## src/rtl/des_nic_output_control_unit.sv

```systemverilog
// Output sequencer for the DES NiC. It captures the PE result, sends it to the router as a
// header / data-high / data-low packet, and counts credits for the downstream router buffer.
module des_nic_output_control_unit #(
  parameter int CHANNEL_WIDTH = 32,
  parameter int PACKET_FLITS  = 3,
  parameter int BUFFER_DEPTH  = 5,
  parameter int CREDIT_WIDTH  = 3
) (
  input  logic                       clk,
  input  logic                       reset,
  input  logic                       done_strobe_din,
  input  logic [2*CHANNEL_WIDTH-1:0] ciphertext_din,
  input  logic [CHANNEL_WIDTH-3:0]   header_flit_din,
  input  logic                       credit_in_din,
  output logic [CHANNEL_WIDTH-1:0]   output_channel_dout,
  output logic                       zero_credits_dout,
  output logic                       busy_dout
);

  localparam int FIDX_W = $clog2(PACKET_FLITS);
  localparam logic [0:0] IDLE = 1'b0;
  localparam logic [0:0] SEND = 1'b1;
  localparam logic [FIDX_W-1:0]       LAST_IDX   = FIDX_W'(PACKET_FLITS - 1);
  localparam logic [CREDIT_WIDTH-1:0] CREDIT_MAX = CREDIT_WIDTH'(BUFFER_DEPTH);
  localparam logic [CREDIT_WIDTH-1:0] CREDIT_PKT = CREDIT_WIDTH'(PACKET_FLITS);

  typedef struct packed {
    logic [CHANNEL_WIDTH-3:0]   hdr;
    logic [2*CHANNEL_WIDTH-1:0] ct;
  } pkt_t;

  logic [0:0]              state;
  logic [FIDX_W-1:0]       flit_idx;
  logic [CREDIT_WIDTH-1:0] credit_count;
  pkt_t                    pkt;
  logic                    send, last, accept;
  logic [CHANNEL_WIDTH-1:0] flit;

  // A done strobe on the edge that loads the last flit starts the next packet back-to-back.
  always_comb begin
    send   = (state == SEND) && (credit_count != '0);
    last   = send && (flit_idx == LAST_IDX);
    accept = done_strobe_din && ((state == IDLE) || last);
    case (flit_idx)
      FIDX_W'(0): flit = {2'b11, pkt.hdr};
      FIDX_W'(1): flit = pkt.ct[2*CHANNEL_WIDTH-1:CHANNEL_WIDTH];
      default:    flit = pkt.ct[CHANNEL_WIDTH-1:0];
    endcase
  end

  always_ff @(posedge clk) begin
    if (reset) begin
      state               <= IDLE;
      flit_idx            <= '0;
      credit_count        <= CREDIT_MAX;
      pkt                 <= '0;
      output_channel_dout <= '0;
    end else begin
      if (accept) begin
        pkt.hdr <= header_flit_din;
        pkt.ct  <= ciphertext_din;
      end

      if (accept)    state <= SEND;
      else if (last) state <= IDLE;

      if (accept || last) flit_idx <= '0;
      else if (send)      flit_idx <= flit_idx + 1'b1;

      output_channel_dout <= send ? flit : '0;

      // Return saturates at full depth; a return on a send edge nets to zero.
      if (send && !credit_in_din)
        credit_count <= credit_count - 1'b1;
      else if (credit_in_din && !send && credit_count != CREDIT_MAX)
        credit_count <= credit_count + 1'b1;
    end
  end

  assign busy_dout         = (state == SEND);
  assign zero_credits_dout = (credit_count < CREDIT_PKT);

endmodule

```

## config.mk

```make
export PLATFORM = sky130hd
export DESIGN_NAME = des_nic_output_control_unit
export DESIGN_NICKNAME = d
export VERILOG_FILES = /design/src/rtl/des_nic_output_control_unit.sv
export SDC_FILE = /design/constraint.sdc
export NUM_CORES = 1
export LEC_CHECK = 0
export CAP_MARGIN = 0
export CORE_MARGIN = 2
export CORE_UTILIZATION = 56
export CTS_BUF_LIST = sky130_fd_sc_hd__clkbuf_4
export DETAILED_ROUTE_END_ITERATION = 16
export GPL_TIMING_DRIVEN = 0
export PLACE_DENSITY = 0.9
export REMOVE_ABC_BUFFERS = 1
export SKIP_CTS_REPAIR_TIMING = 1
export SLEW_MARGIN = 10
export SYNTH_ARGS = -nofsm -noshare
export SYNTH_HDL_FRONTEND = slang
export SYNTH_SLANG_ARGS = --single-unit
export TNS_END_PERCENT = 100
```

## constraint.sdc

```tcl
create_clock -name clk -period 3.9 [get_ports clk]
set_input_delay 0.585 -clock clk [delete_from_list [all_inputs] [get_ports clk]]
set_output_delay 0.585 -clock clk [all_outputs]
set_load 0.005 [all_outputs]
```

Word-level counts from Yosys, hierarchy flattened. Index checks and enable logic that the tools add are counted.

Bitwise logic cells: 2. Shift operators: 0. Multipliers: 0. Equality and inequality tests: 3. $add $sub $neg: 3. Div/mod/pow operators: 0. $lt $le $gt $ge: 1. Reductions and logical operators: 16. Muxes and demuxes: 5.

Operators with widths (number): $pmux 32 s2 (1); $logic_and 1x1->1 (6); $mux 3 (2); $reduce_bool 2->1 (2); $reduce_or 2->1 (2); $add 3x1->3 const B (1); $lt 3x2->1 const B (1); $ne 3x3->1 const B (1); $reduce_bool 3->1 (1); $sub 3x1->3 const B (1); $add 2x1->2 const B (1); $eq 2x1->1 const B (1); $eq 2x2->1 const B (1); $logic_not 1->1 (2); $logic_not 2->1 (1); $logic_or 1x1->1 (2); $mux 1 (2); $not 1->1 (2).

Bits in registers: 132. Memories: 0. Bits in read-only memories: 0. Bits in latches: 0. Input bits: 98. Word-level logic and storage cells: 36. Bits in writable memories: 0.

Longest topological paths before layout.
Depth after elaboration: 7. Gate-level depth with buffers: 8. Mapped depth without buffers: 6.

Least setup slack after synthesis. No wires, ideal clock.

Path type: input to register. Start: in credit_in_din. End: reg credit_count[2]. Data required time: 3.778 ns. Data arrival time: 2.260 ns. Library setup time: 0.122 ns. Path slack: 1.519 ns. Stages: 6. Cells stage by stage: clkbuf_1 -> or2_2 -> fa_1 -> and4b_1 -> a311o_1 -> a221o_1.

Longest elaborated chain between the ends: 3. Elaborated cells between the ends (all ways): 6. Those cells by class: mux: 1; reduce/logical: 5.

RTL lines: from (decl) (RTL line 14) `input logic credit_in_din,`; $logic_not 1->1 or $logic_and 1x1->1 (tied branches) (RTL line 73, 75); $logic_and 1x1->1 (on tied branches) (RTL line 73, 75); $mux 3 or $reduce_bool 2->1 (tied branches); to (signal assigned) (RTL line 74) `credit_count <= credit_count - 1'b1;`; to (signal assigned) (RTL line 76) `credit_count <= credit_count + 1'b1;`; to (decl) (RTL line 34) `logic [CREDIT_WIDTH-1:0] credit_count;`.

Several ways; a longest one is shown, not always the timed one. A chain may end at the register's enable or synchronous reset.

Worst setup path in the final report.
Start: reg state, in the netlist busy_dout. End: reg credit_count[2].

Longest elaborated chain between the ends: 5. Elaborated cells between the ends (all ways): 7. Those cells by class: mux: 1; reduce/logical: 6.

RTL lines: from (decl) (RTL line 32) `logic [0:0] state;`; from (signal assigned) (RTL line 53) `state <= IDLE;`; from (signal assigned) (RTL line 64) `if (accept) state <= SEND;`; from (signal assigned) (RTL line 65) `else if (last) state <= IDLE;`; $logic_and 1x1->1 (*) (RTL line 41) `send = (state == SEND) && (credit_count != '0);`; $logic_not 1->1 (RTL line 75) `else if (credit_in_din && !send && credit_count != CREDIT_MAX)`; $logic_and 1x1->1 (2 in a row) (RTL line 75); $reduce_bool 2->1 (no line).

Mark *: on every way between the ends. The rest lies on a longest branch, timed or not.

==> metrics.log <==
INFO  metric timing_max_transition_violations_final = 0
INFO  metric yosysSeqAreaShare = 0.446
INFO  metric syn-mean-instance-area = 9.09 um^2
INFO  metric critPathSlowestCell = dfxtp_1
INFO  metric leak_pwr = 2.57 nW
INFO  metric post-place-cells = 840
INFO  metric final_layout_size_suffix_gt1_frac = 0.107
INFO  metric cp_max_fo = 15
INFO  metric dieArea = 11400 um^2
INFO  metric grt_pass1_wl = 26.8 mm
INFO  metric timing.fmax = 0.368 GHz
INFO  metric grt_max_degree = 85
INFO  metric utilization = 0.738
INFO  metric crit_type = reg -> reg
INFO  metric final_cell_mix = 132 x dfxtp_1, 129 x clkdlybuf4s50_1, 125 x a21oi_1
INFO  metric synthToLayoutAreaGrowth = 28.1%
INFO  metric crit_path_max_incr_delay = 0.74 ns
INFO  metric first_iter_violations = 429
INFO  metric worstPathRequired = 4.30 ns
INFO  metric cell_at_the_root_of_the_clock_tree = clkbuf_4
INFO  metric worst_slew_pin_slew = 0.889 ns
INFO  metric hold_viol = 0
INFO  metric synth-warning-count = 0
INFO  metric drt-vias-per-instance = 6.53
INFO  metric peak_supply_drop = 0.299 mV
INFO  metric floorplan.initialDensity = 0.576
INFO  metric finalPower = 2.91 mW
INFO  metric clockBufferDepth = 2
INFO  metric fin_tns_setup = 0 ns
INFO  metric grt_pass1_vias = 5577
INFO  metric drv_cap = 0
INFO  metric p_per_area = 383 nW/um^2
INFO  metric clk-insertion-delay-late = 0.51 ns
INFO  metric setup_repair_after_global_routing_missed_its_margin = no
INFO  metric cp_cell_sequence = o31ai_2 -> or2_2 -> fa_1 -> and4b_1 -> a311o_1 -> a221o_1
INFO  metric clock-sinks = 132
INFO  metric mostFrequentLayoutCell = dfxtp_1
INFO  metric placement.cell_area = 7290 um^2
INFO  metric gr-usage-all-layers = 0.290
INFO  metric final_replace_weighted_congestion = 0.783
INFO  metric mappedNetlistArea = 5920 um^2
INFO  metric detailed_place_hpwl = 10.2 mm
INFO  metric timing.clock.skew = 0.0201 ns
INFO  metric arrival_worst_endpoint = 3.12 ns
INFO  metric design.final.nets = 825
INFO  metric result_of_the_run = completed
INFO  metric vias = 5691
INFO  metric route.final.wire_length = 16.8 mm
INFO  metric tritoncts = built
INFO  metric synth_cell_type_count = 41
INFO  metric numCtsBuffers = 17
INFO  metric synth_edf_count = 0
INFO  metric final_period_minus_worst_setup_slack = 2.72 ns
INFO  metric fp.coreArea = 10300 um^2
INFO  metric initial_antenna_violation_count = 0
INFO  metric drcViolationCount = 0
INFO  metric slew_headroom = 0.408
INFO  metric timing.final.setup_violations = 0
INFO  metric postSynth.asyncResetShare = 0
INFO  metric wire_per_inst = 19.3 um
INFO  metric hp-class = reg -> reg
INFO  metric yosys_register_bits = 132
INFO  metric die_width = 107 um
INFO  metric stdcell_count = 872
INFO  metric globalRouteOverflowTotal = 0
INFO  metric cts_max_level = 4
INFO  metric finalCritPeriodShare = 0.697
INFO  metric std_cell_rows = 37
INFO  metric design_area = 7590 um^2
INFO  metric syn_inst = 652
INFO  metric crit_path_end_kind = register
INFO  metric final_antenna_net_count = 0
INFO  metric worst_setup_start_kind = register
INFO  metric num_antenna_cells = 0
INFO  metric drt-pass1-iter-count = 5
INFO  metric synth_ff_type = dfxtp_1
INFO  metric io_pins = 132
INFO  metric die_height = 107 um
INFO  metric cts.reportedPaths.clkPinSlew = 0.12 ns
INFO  metric io_buffers = 131
-- final timing paths --
check                                       end              startpoint  depth (start not counted)  slack (ns)
min reg2reg  output_channel_dout[19]$_SDFF_PP0_    pkt[19]$_SDFFE_PP0P_                          2        0.46
min          output_channel_dout[19]$_SDFF_PP0_    pkt[19]$_SDFFE_PP0P_                          2        0.46
max reg2reg        credit_count[2]$_SDFFE_PP1P_  busy_dout$_SDFFE_PP0P_                          6        1.18
max                credit_count[2]$_SDFFE_PP1P_  busy_dout$_SDFFE_PP0P_                          6        1.18
-- final cells by class --
cell class | instances | area (um^2)
clock buffers | 17 | 128
clock inverters | 15 | 171
fillers | 724 | 2690
inverters | 7 | 31.3
multi-input cells | 420 | 2870
flip-flops and latches | 132 | 2640
well taps | 136 | 170
repair buffers | 145 | 1570
-- per-stage QoR --
step / hold WS, ns / setup WS (ns)
6_report: 0.459 / 1.18
5_1_grt: 0.464 / 1.05
4_1_cts: 0.458 / 1.22
3_5_place_dp: 0.446 / 0.936
3_3_place_gp: 0.445 / -2.52
2_1_floorplan: 0.437 / -0.573
-- power by group --
| group | internal, mW | switching (mW) |
|---|---|---|
| clock | 0.400 | 0.556 |
| combinational | 0.229 | 0.250 |
| sequential | 1.42 | 0.0536 |
| total | 2.05 | 0.860 |
-- layer usage --
metal / routed length [um] / GRT usage / part of all wire
met3: 1060 / 0.0578 / 0.063
met5: 0 / 0 / 0
met4: 205 / 0.0909 / 0.012
met1: 6790 / 0.355 / 0.40
met2: 8730 / 0.513 / 0.52
-- logic make-up after synthesis --
logic type | Yosys count | synth area share
adders and majority gates | 4 | 0.00972
muxes | 2 | 0.00359
buffers and inverters | 100 | 0.0724
DFF | 132 | 0.446
AOI/OAI and AO/OA | 361 | 0.423
xor gates and xnor gates | 2 | 0.00296
and+or+nand+nor | 51 | 0.0418
-- synth_stat cells, types with 3 or more instances --
library cell    n  share of area
ha_1            3         0.0063
o31ai_1        94           0.12
a221o_1         3         0.0051
inv_1           6         0.0038
nor2_1          4         0.0025
buf_4           4         0.0051
a21oi_1       125           0.11
a211oi_1        4         0.0051
nor2b_1         6         0.0063
buf_2          25          0.021
o211ai_2       20          0.042
dfxtp_1       132           0.45
nand2_1        33          0.021
clkbuf_1       59          0.037
o21ai_1         3         0.0025
a22oi_1        30          0.038
buf_1           4         0.0025
o211ai_1       74          0.094
-- registers in the layout, indices dropped and copies added (netlist names) --
name                 cells
credit_count             3
output_channel_dout     32
flit_idx                 2
busy_dout                1
pkt                     94
-- critical path, delay by kind of cell, from the launching register on --
family,cells,cell delay [ns]
and+or+nand+nor,2,0.55
AOI/OAI and AO/OA,3,0.89
adders and majority gates,1,0.45
DFF,1,0.74
No activity file was read; power rests on OpenSTA's default activity.
